$ cat src/rtl/voice_allocator.sv
// voice_allocator: assigns note events to voice slots (retrigger, free voice, else steal/drop).
// Define VOICE_ALLOC_STEAL_EN to steal the oldest voice when all are busy; default build drops the note.
//
// state  | meaning
// IDLE   | ready for an event; all_off_in honoured here
// SCAN   | examine one voice per cycle, index 0..NUM_VOICES-1
// COMMIT | apply the chosen update, pulse steal/drop, return to IDLE
module voice_allocator #(
    parameter int NUM_VOICES = 8,
    parameter int NOTE_WIDTH = 7,
    parameter int AGE_WIDTH  = 16
) (
    input  logic                             clk_in,
    input  logic                             rst_n_in,
    input  logic                             note_valid_in,
    output logic                             note_ready_out,
    input  logic                             note_on_in,
    input  logic [NOTE_WIDTH-1:0]            note_in,
    input  logic [6:0]                       velocity_in,
    input  logic                             all_off_in,
    output logic [NUM_VOICES-1:0]            gate_out,
    output logic [NUM_VOICES*NOTE_WIDTH-1:0] voice_note_out,
    output logic [NUM_VOICES*7-1:0]          voice_vel_out,
    output logic [$clog2(NUM_VOICES+1)-1:0]  active_count_out,
    output logic                             steal_out,
    output logic                             drop_out
);
    localparam int IDX_W = (NUM_VOICES > 1) ? $clog2(NUM_VOICES) : 1;
    localparam int CNT_W = $clog2(NUM_VOICES + 1);
    localparam logic [IDX_W-1:0] LAST_IDX = IDX_W'(NUM_VOICES - 1);

    typedef enum logic [1:0] {ST_IDLE, ST_SCAN, ST_COMMIT} state_t;
    state_t state_q, state_d;

    logic [NUM_VOICES-1:0] gate_q;
    logic [NOTE_WIDTH-1:0] note_q [NUM_VOICES];
    logic [6:0]            vel_q  [NUM_VOICES];

    logic                  ev_on_q;
    logic [NOTE_WIDTH-1:0] ev_note_q;
    logic [6:0]            ev_vel_q;

    logic [IDX_W-1:0]      scan_idx_q;
    logic                  match_found_q, free_found_q;
    logic [IDX_W-1:0]      match_idx_q, free_idx_q;
    logic [NUM_VOICES-1:0] off_mask_q;
    logic                  steal_q, drop_q;

    logic                  accept, panic, scan_hit;
    logic                  steal_en;
    logic [IDX_W-1:0]      victim_idx;
    logic                  do_assign, do_steal, do_drop;
    logic [IDX_W-1:0]      tgt_idx;

    always_ff @(posedge clk_in or negedge rst_n_in) begin
        if (!rst_n_in) state_q <= ST_IDLE;
        else           state_q <= state_d;
    end

    always_comb begin
        state_d        = state_q;
        note_ready_out = 1'b0;
        accept         = 1'b0;
        panic          = 1'b0;
        case (state_q)
            ST_IDLE: begin
                note_ready_out = 1'b1;
                panic          = all_off_in;
                accept         = note_valid_in && !all_off_in;
                if (accept) state_d = ST_SCAN;
            end
            ST_SCAN:   if (scan_idx_q == LAST_IDX) state_d = ST_COMMIT;
            ST_COMMIT: state_d = ST_IDLE;
            default:   state_d = ST_IDLE;
        endcase
    end

    assign scan_hit = gate_q[scan_idx_q] && (note_q[scan_idx_q] == ev_note_q);

`ifdef VOICE_ALLOC_STEAL_EN
    // Ages only influence which voice gets stolen, so they exist only in this build.
    logic [AGE_WIDTH-1:0] age_q [NUM_VOICES];
    logic                 old_found_q;
    logic [IDX_W-1:0]     old_idx_q;
    logic [AGE_WIDTH-1:0] old_age_q;

    always_ff @(posedge clk_in or negedge rst_n_in) begin
        if (!rst_n_in) begin
            for (int i = 0; i < NUM_VOICES; i++) age_q[i] <= '0;
            old_found_q <= 1'b0;
            old_idx_q   <= '0;
            old_age_q   <= '0;
        end else begin
            case (state_q)
                ST_IDLE: begin
                    if (panic) begin
                        for (int i = 0; i < NUM_VOICES; i++) age_q[i] <= '0;
                    end else if (accept) begin
                        old_found_q <= 1'b0;
                    end
                end
                ST_SCAN: begin
                    // Strict compare keeps the lowest index on equal ages.
                    if (gate_q[scan_idx_q] &&
                        (!old_found_q || age_q[scan_idx_q] > old_age_q)) begin
                        old_found_q <= 1'b1;
                        old_idx_q   <= scan_idx_q;
                        old_age_q   <= age_q[scan_idx_q];
                    end
                end
                ST_COMMIT: begin
                    if (do_assign) begin
                        for (int i = 0; i < NUM_VOICES; i++) begin
                            if (IDX_W'(i) == tgt_idx)
                                age_q[i] <= '0;
                            else if (gate_q[i] && age_q[i] != '1)
                                age_q[i] <= age_q[i] + AGE_WIDTH'(1);
                        end
                    end
                end
                default: ;
            endcase
        end
    end

    assign steal_en   = 1'b1;
    assign victim_idx = old_idx_q;
`else
    assign steal_en   = 1'b0;
    assign victim_idx = '0;
`endif

    always_comb begin
        do_assign = 1'b0;
        do_steal  = 1'b0;
        do_drop   = 1'b0;
        tgt_idx   = match_idx_q;
        if (ev_on_q) begin
            if (match_found_q) begin
                do_assign = 1'b1;
            end else if (free_found_q) begin
                do_assign = 1'b1;
                tgt_idx   = free_idx_q;
            end else if (steal_en) begin
                do_assign = 1'b1;
                do_steal  = 1'b1;
                tgt_idx   = victim_idx;
            end else begin
                do_drop   = 1'b1;
            end
        end
    end

    always_ff @(posedge clk_in or negedge rst_n_in) begin
        if (!rst_n_in) begin
            gate_q <= '0;
            for (int i = 0; i < NUM_VOICES; i++) begin
                note_q[i] <= '0;
                vel_q[i]  <= '0;
            end
            ev_on_q       <= 1'b0;
            ev_note_q     <= '0;
            ev_vel_q      <= '0;
            scan_idx_q    <= '0;
            match_found_q <= 1'b0;
            match_idx_q   <= '0;
            free_found_q  <= 1'b0;
            free_idx_q    <= '0;
            off_mask_q    <= '0;
            steal_q       <= 1'b0;
            drop_q        <= 1'b0;
        end else begin
            steal_q <= 1'b0;
            drop_q  <= 1'b0;
            case (state_q)
                ST_IDLE: begin
                    if (panic) begin
                        gate_q <= '0;
                    end else if (accept) begin
                        // A zero-velocity note-on is a note-off by MIDI convention.
                        ev_on_q       <= note_on_in && (velocity_in != 7'd0);
                        ev_note_q     <= note_in;
                        ev_vel_q      <= velocity_in;
                        scan_idx_q    <= '0;
                        match_found_q <= 1'b0;
                        free_found_q  <= 1'b0;
                        off_mask_q    <= '0;
                    end
                end
                ST_SCAN: begin
                    scan_idx_q <= scan_idx_q + IDX_W'(1);
                    if (scan_hit && !match_found_q) begin
                        match_found_q <= 1'b1;
                        match_idx_q   <= scan_idx_q;
                    end
                    if (!gate_q[scan_idx_q] && !free_found_q) begin
                        free_found_q <= 1'b1;
                        free_idx_q   <= scan_idx_q;
                    end
                    if (scan_hit) off_mask_q[scan_idx_q] <= 1'b1;
                end
                ST_COMMIT: begin
                    if (!ev_on_q) begin
                        gate_q <= gate_q & ~off_mask_q;
                    end else if (do_assign) begin
                        gate_q[tgt_idx] <= 1'b1;
                        note_q[tgt_idx] <= ev_note_q;
                        vel_q[tgt_idx]  <= ev_vel_q;
                    end
                    steal_q <= do_steal;
                    drop_q  <= do_drop;
                end
                default: ;
            endcase
        end
    end

    always_comb begin
        voice_note_out   = '0;
        voice_vel_out    = '0;
        active_count_out = '0;
        for (int i = 0; i < NUM_VOICES; i++) begin
            voice_note_out[i*NOTE_WIDTH +: NOTE_WIDTH] = note_q[i];
            voice_vel_out[i*7 +: 7]                    = vel_q[i];
            active_count_out = active_count_out + CNT_W'(gate_q[i]);
        end
    end

    assign gate_out  = gate_q;
    assign steal_out = steal_q;
    assign drop_out  = drop_q;

endmodule

$ cat config.mk
export PLATFORM = sky130hd
export DESIGN_NAME = voice_allocator
export DESIGN_NICKNAME = d
export VERILOG_FILES = /design/src/rtl/voice_allocator.sv
export SDC_FILE = /design/constraint.sdc
export NUM_CORES = 1
export LEC_CHECK = 0
export ABC_AREA = 1
export CAP_MARGIN = 30
export CORE_ASPECT_RATIO = 0.75
export CORE_MARGIN = 3
export CORE_UTILIZATION = 24
export CTS_BUF_LIST = sky130_fd_sc_hd__clkbuf_16
export CTS_CLUSTER_DIAMETER = 150
export DETAILED_ROUTE_END_ITERATION = 8
export PLACE_DENSITY = 0.43
export SLEW_MARGIN = 20
export SYNTH_ARGS = -nofsm -noshare
export SYNTH_HDL_FRONTEND = slang
export SYNTH_SLANG_ARGS = --single-unit
$ cat constraint.sdc
create_clock -name clk_in -period 5 [get_ports clk_in]
set_input_delay 1 -clock clk_in [delete_from_list [all_inputs] [get_ports clk_in]]
set_output_delay 1 -clock clk_in [all_outputs]
set_load 0.02 [all_outputs]
* Word-level counts from Yosys, hierarchy flattened *
Index checks and enable logic that the tools add are counted.

storage, ports and cells
  output and inout bits = 127
  flip-flop bits (word level) = 157
  input port bits = 19
  logic and storage cells = 135

operators by class
  bitwise operators = 7
  $add $sub $neg = 8
  $lt $le $gt $ge = 7
  equal/unequal tests = 13
  reductions and logical operators = 26
  mux-type cells = 46

operators with widths
  kind                  count
  $bwmux W56            2
  $mux W8               6
  $pmux W8 S2           2
  $bmux W7 S3           1
  $demux W7 S3          1
  $mux W7               3
  $mux W1               17
  $add A4 B1 Y4         4
  $ne A2 B2 Y1 const B  8
  $or A8 B8 Y8          2
  $mux W3               5
  $reduce_and A3 Y1     4
  $reduce_and A4 Y1     3
  $and A8 B8 Y8         1
  $ge A4 B4 Y1 const B  2
  $logic_and A1 B1 Y1   8
  $lt A3 B4 Y1 const B  2
  $not A3 Y4            2
  $not A8 Y8            1
  $eq A7 B7 Y1          1
  $reduce_bool A7 Y1    1
  $demux W1 S3          2
  $ge A3 B1 Y1 const B  2
  $pmux W3 S2           1
  other kinds (18)      26

* Longest topological paths before layout *
  depth in word-level cells = 11
  mapped depth = 15
  mapped depth without buffers = 14

* Worst setup path before layout *
No wires, ideal clock.

  path type = register -> output
  from = reg gate_q[0] (netlist: gate_out[0])
  to = out active_count_out[2]
  required time = 4000 ps
  arrival = 2974 ps
  cell stages (with the launch flop) = 9
  buffers on the path = 0
  setup slack = 1026 ps
  cell sequence = dfrtp_1 inv_1 fa_1 fa_1 fa_1 inv_1 ha_1 fa_1 xor2_1

between the ends
  longest elaborated chain between the ends = 7

RTL lines
  what                        line  source
  start, declared             35    logic [NUM_VOICES-1:0] gate_q;
  start signal, assigned      204   gate_q <= gate_q & ~off_mask_q;
  $add A1 B1 Y2               225   active_count_out = active_count_out + CNT_W'(gate_q[i]);
  $add A2 B1 Y3               225
  $add A3 B1 Y4               225
  $add A4 B1 Y4 (4 in a row)  225
  end, declared               24    output logic [$clog2(NUM_VOICES+1)-1:0] active_count_out,

No other way between the ends.

* Worst setup path in the final report *
Ends and elaborated chain as after synthesis.

==> metrics.md <==
| Metric | Value |
|---|---|
| Status | `complete, no violations` |
| H-tree level count | `4` |
| Post-synth net total | `867` |
| Crit path max-delay cell type | `clkdlybuf4s50_1` |
| Vias | `5958` |
| First-pass GRT wire length | `approximately 38 mm` |
| Largest net degree at the start of global routing | `slightly below 90` |
| Crit share post-route | `94.9%` |
| DR WL/cell | `~18 µm` |
| Initial antenna violation count | `4` |
| Max frequency | `~210 MHz` |
| Skew final | `approximately 11 ps` |
| Crit path depth | `9` |
| Mean Syn Cell Area | `~8.5 µm²` |
| Clock latency on the worst-skew pair | `roughly 430 ps` |
| Dpl hpwl | `17.5 mm` |
| Crit path kind | `reg -> out` |
| Die Width | `205 µm` |
| CP cell instances | `inv_1 > fa_1 > fa_1 > fa_1 > inv_1 > ha_1 > fa_1 > xor2_1 > clkdlybuf4s50_1` |
| Antenna fix cells | `0` |
| Routed vias/inst | `4.32` |
| Top-level I/O count | `between 100 and 150` |
| Worst-path maximum fanout | `3` |
| Fin. Hold Viols | `0` |
| Setup Viol. Count Final | `0` |
| Worst endpoint data arrival time | `3740 ps` |
| CP endpoint kind | `primary output` |
| Startpoint types | `flop` |
| Hold depth | `2` |
| Die Y | `around 160 µm` |
| VDD IR max | `0.243 mV` |
| Final WL | `around 25 mm` |
| Data required time of the worst path | `about 4000 ps` |
| # clock sinks | `around 160` |
| P&R area growth vs syn | `33.8%` |
| Top cell by count, worst path | `fa_1` |
| WL met2 | `10.0 mm` |
| Root Buffer | `clkbuf_16` |
| Starting Density | `roughly 24%` |
| WL met1 | `12.9 mm` |
| Vias in the first global route | `slightly below 6000` |
| CTS max path bufs | `2` |
| R2R cell count | `6` |
| Nets | `1003` |
| Mapped Cells | `approximately 840` |
| Psw | `~2.0 mW` |
| GRT overflow | `0` |
| CP peak stage delay | `620 ps` |
| Count of pins over their slew limit | `0` |
| CTS Hold Bufs | `0` |
| Max_cap viols | `0` |
| CORE AREA | `~29000 µm²` |
| Min Hold Slack | `about 480 ps` |
| DR top layer | `met5` |
| P per Cell Area | `~500 nW/µm²` |
| Die ar. | `between 30000 and 40000 µm²` |
| Clock Power Share | `between 20% and 30%` |
| Worst path top cell family by delay | `adder cells` |
| RD Place Congestion | `between 0.7 and 0.8` |
| Gr usage total | `between 10% and 20%` |
| Flop pwr share | `34.7%` |
| CTS tree | `done` |
| DRT Pass-1 Iters | `5` |
| Yosys cell types | `33` |
| IO Port Bufs | `144` |
| Setup bufs post-CTS | `0` |
| Final min period | `~4700 ps` |
| Max_slew headroom | `a little over two fifths` |
| Synth Register Bits | `157` |
| DR WL met3 | `about 1.8 mm` |
| Post-CTS sizing | `0` |
| Setup ws final | `about 260 ps` |
| Share of cells above drive strength 1 | `6.68%` |
| Fill count | `3110` |
| Gate power share | `between 30% and 40%` |
| Final setup TNS | `0 ps` |
| Multi-input logic area | `between 2000 and 3000 µm²` |
| CTS Buf Count | `17` |
| DP Worst Slack | `692 ps` |
| Slew @ Worst Pin | `approximately 870 ps` |
| Synth Cell Area | `just over 7000 µm²` |
| Worst min path class | `reg -> reg` |
| YS warnings | `0` |
| Clk slew on worst S/H paths | `approximately 70 ps` |
| LEAKAGE | `between 4 and 5 nW` |
| Register area | `3930 µm²` |
| Post-route ant nets | `0` |
| Rows | `54` |
| RSZ-0062 raised after global routing | `no` |
| Initial drt markers | `about 380` |
| Seq/Total Area, Yosys | `54.9%` |
| Internal | `2.77 mW` |
| DRC | `0` |
| Sw Share | `between 40% and 50%` |
| Worst path bufs/invs | `3` |
==> sequential cells by signal, indices dropped and copies added (netlist names) <==
name            count
drop_out            1
ev_note_q           7
ev_on_q             1
ev_vel_q            7
free_found_q        1
free_idx_q          3
gate_out            8
match_found_q       1
match_idx_q         3
off_mask_q          8
scan_idx_q          3
state_q             2
voice_note_out     56
voice_vel_out      56
==> metal layers <==
layer  GRT usage (%)  vias to the layer above
li1                -                     2970
met3            4.63                       10
met4            2.93                        2
met2            22.2                      175
met1            25.2                     2801
met5               0                        -
==> cell usage in the layout (no fill, tap or decap), types with 2 or more instances in the layout <==
cell,synthesis,layout
a21oi_1,17,17
a41oi_1,8,8
buf_4,5,3
bufinv_16,0,3
clkbuf_16,0,17
clkdlybuf4s50_1,0,143
clkinv_1,1,3
clkinv_2,0,2
clkinv_4,0,3
clkinvlp_4,0,4
dfrtp_1,157,156
fa_1,4,4
ha_1,5,5
inv_1,112,112
inv_2,3,3
nand2_1,244,244
nand3_1,30,30
nand3_2,9,9
nand4_1,14,14
nor2_1,25,25
nor2_2,6,6
nor2_4,4,4
nor3_1,2,2
nor4_1,2,2
o211ai_1,3,3
o21ai_0,136,136
o21ai_1,8,8
o21ai_2,3,3
o21bai_1,8,8
==> cells by family (layout without fill, tap and decap cells) <==
| logic type | count (synthesis) | after routing | share of synthesized area, % |
|---|---|---|---|
| and+or+nand+nor | 338 | 338 | 20.4 |
| AOI/OAI and AO/OA | 184 | 184 | 14.0 |
| buffers and inverters | 149 | 298 | 8.51 |
| DFF | 157 | 157 | 54.9 |
| other | 1 | 1 | 0.0524 |
| adders and majority gates | 9 | 9 | 1.99 |
| xor gates and xnor gates | 1 | 1 | 0.122 |
==> tightest hold or removal path, stage by stage (launching register included) <==
cell and delay (ps):
dfrtp_1 340, nand2_1 60, nand2_1 50
==> stage by stage <==
stage | cells | power, mW | util, % | area, µm²
floorplan | 839 | 2.71 | - | 7160
global placement | 1347 | 3.52 | 30.7 | 8970
detailed placement | 1348 | 3.52 | 30.7 | 8980
CTS | 1380 | 4.89 | 32.8 | 9580
global route | 1380 | 5.15 | 32.8 | 9580
finish | 1380 | 4.81 | 32.8 | 9580
==> power groups by stage <==
stage                     sequential, mW  combinational [mW]  clock (mW)
after global routing                1.70                2.01        1.44
after detailed placement            1.69                1.83           0
after global placement              1.69                1.83           0
after floorplan                     1.70                1.00           0
after CTS                           1.67                1.84        1.38
final                               1.67                1.79        1.35
==> final cells by class <==
cell class | instances | share of cell area (%)
Timing Repair Buffer | 149 | 15.7
Inverter | 117 | 4.61
Sequential cell | 157 | 41.0
Multi-Input combinational cell | 533 | 27.4
Clock buffer | 17 | 4.44
Clock inverter | 15 | 1.80
Tap cell | 392 | 5.12
==> synth_stat cells <==
cell | n | area, µm²
a211oi_4 | 1 | 20.0
a21oi_1 | 17 | 85.1
a41oi_1 | 8 | 70.1
buf_2 | 15 | 75.1
buf_4 | 5 | 37.5
buf_6 | 1 | 11.3
clkbuf_1 | 9 | 33.8
clkbuf_2 | 2 | 10.0
clkinv_1 | 1 | 3.75
conb_1 | 1 | 3.75
dfrtp_1 | 157 | 3930
fa_1 | 4 | 80.1
ha_1 | 5 | 62.6
inv_1 | 112 | 420
inv_2 | 3 | 11.3
inv_4 | 1 | 6.26
nand2_1 | 244 | 916
nand2_2 | 1 | 6.26
nand3_1 | 30 | 150
nand3_2 | 9 | 90.1
nand4_1 | 14 | 87.6
nand4_2 | 1 | 12.5
nor2_1 | 25 | 93.8
nor2_2 | 6 | 37.5
nor2_4 | 4 | 45.0
nor3_1 | 2 | 10.0
nor4_1 | 2 | 12.5
o211ai_1 | 3 | 22.5
o21ai_0 | 136 | 681
o21ai_1 | 8 | 40.0
o21ai_2 | 3 | 26.3
o21bai_1 | 8 | 60.1
xor2_1 | 1 | 8.76
==> worst paths after layout <==
path                                            end            from  slack, ps
worst min-delay path                 match_idx_q[1]  match_idx_q[1]        480
worst max register to register    voice_vel_out[51]         ev_on_q       2190
min in group asynchronous          voice_vel_out[5]        rst_n_in        600
max in group asynchronous        voice_note_out[40]        rst_n_in       3490
worst max-delay path            active_count_out[2]     gate_out[0]        260
worst min register to register       match_idx_q[1]  match_idx_q[1]        480
(Power assumes the default switching activity.)
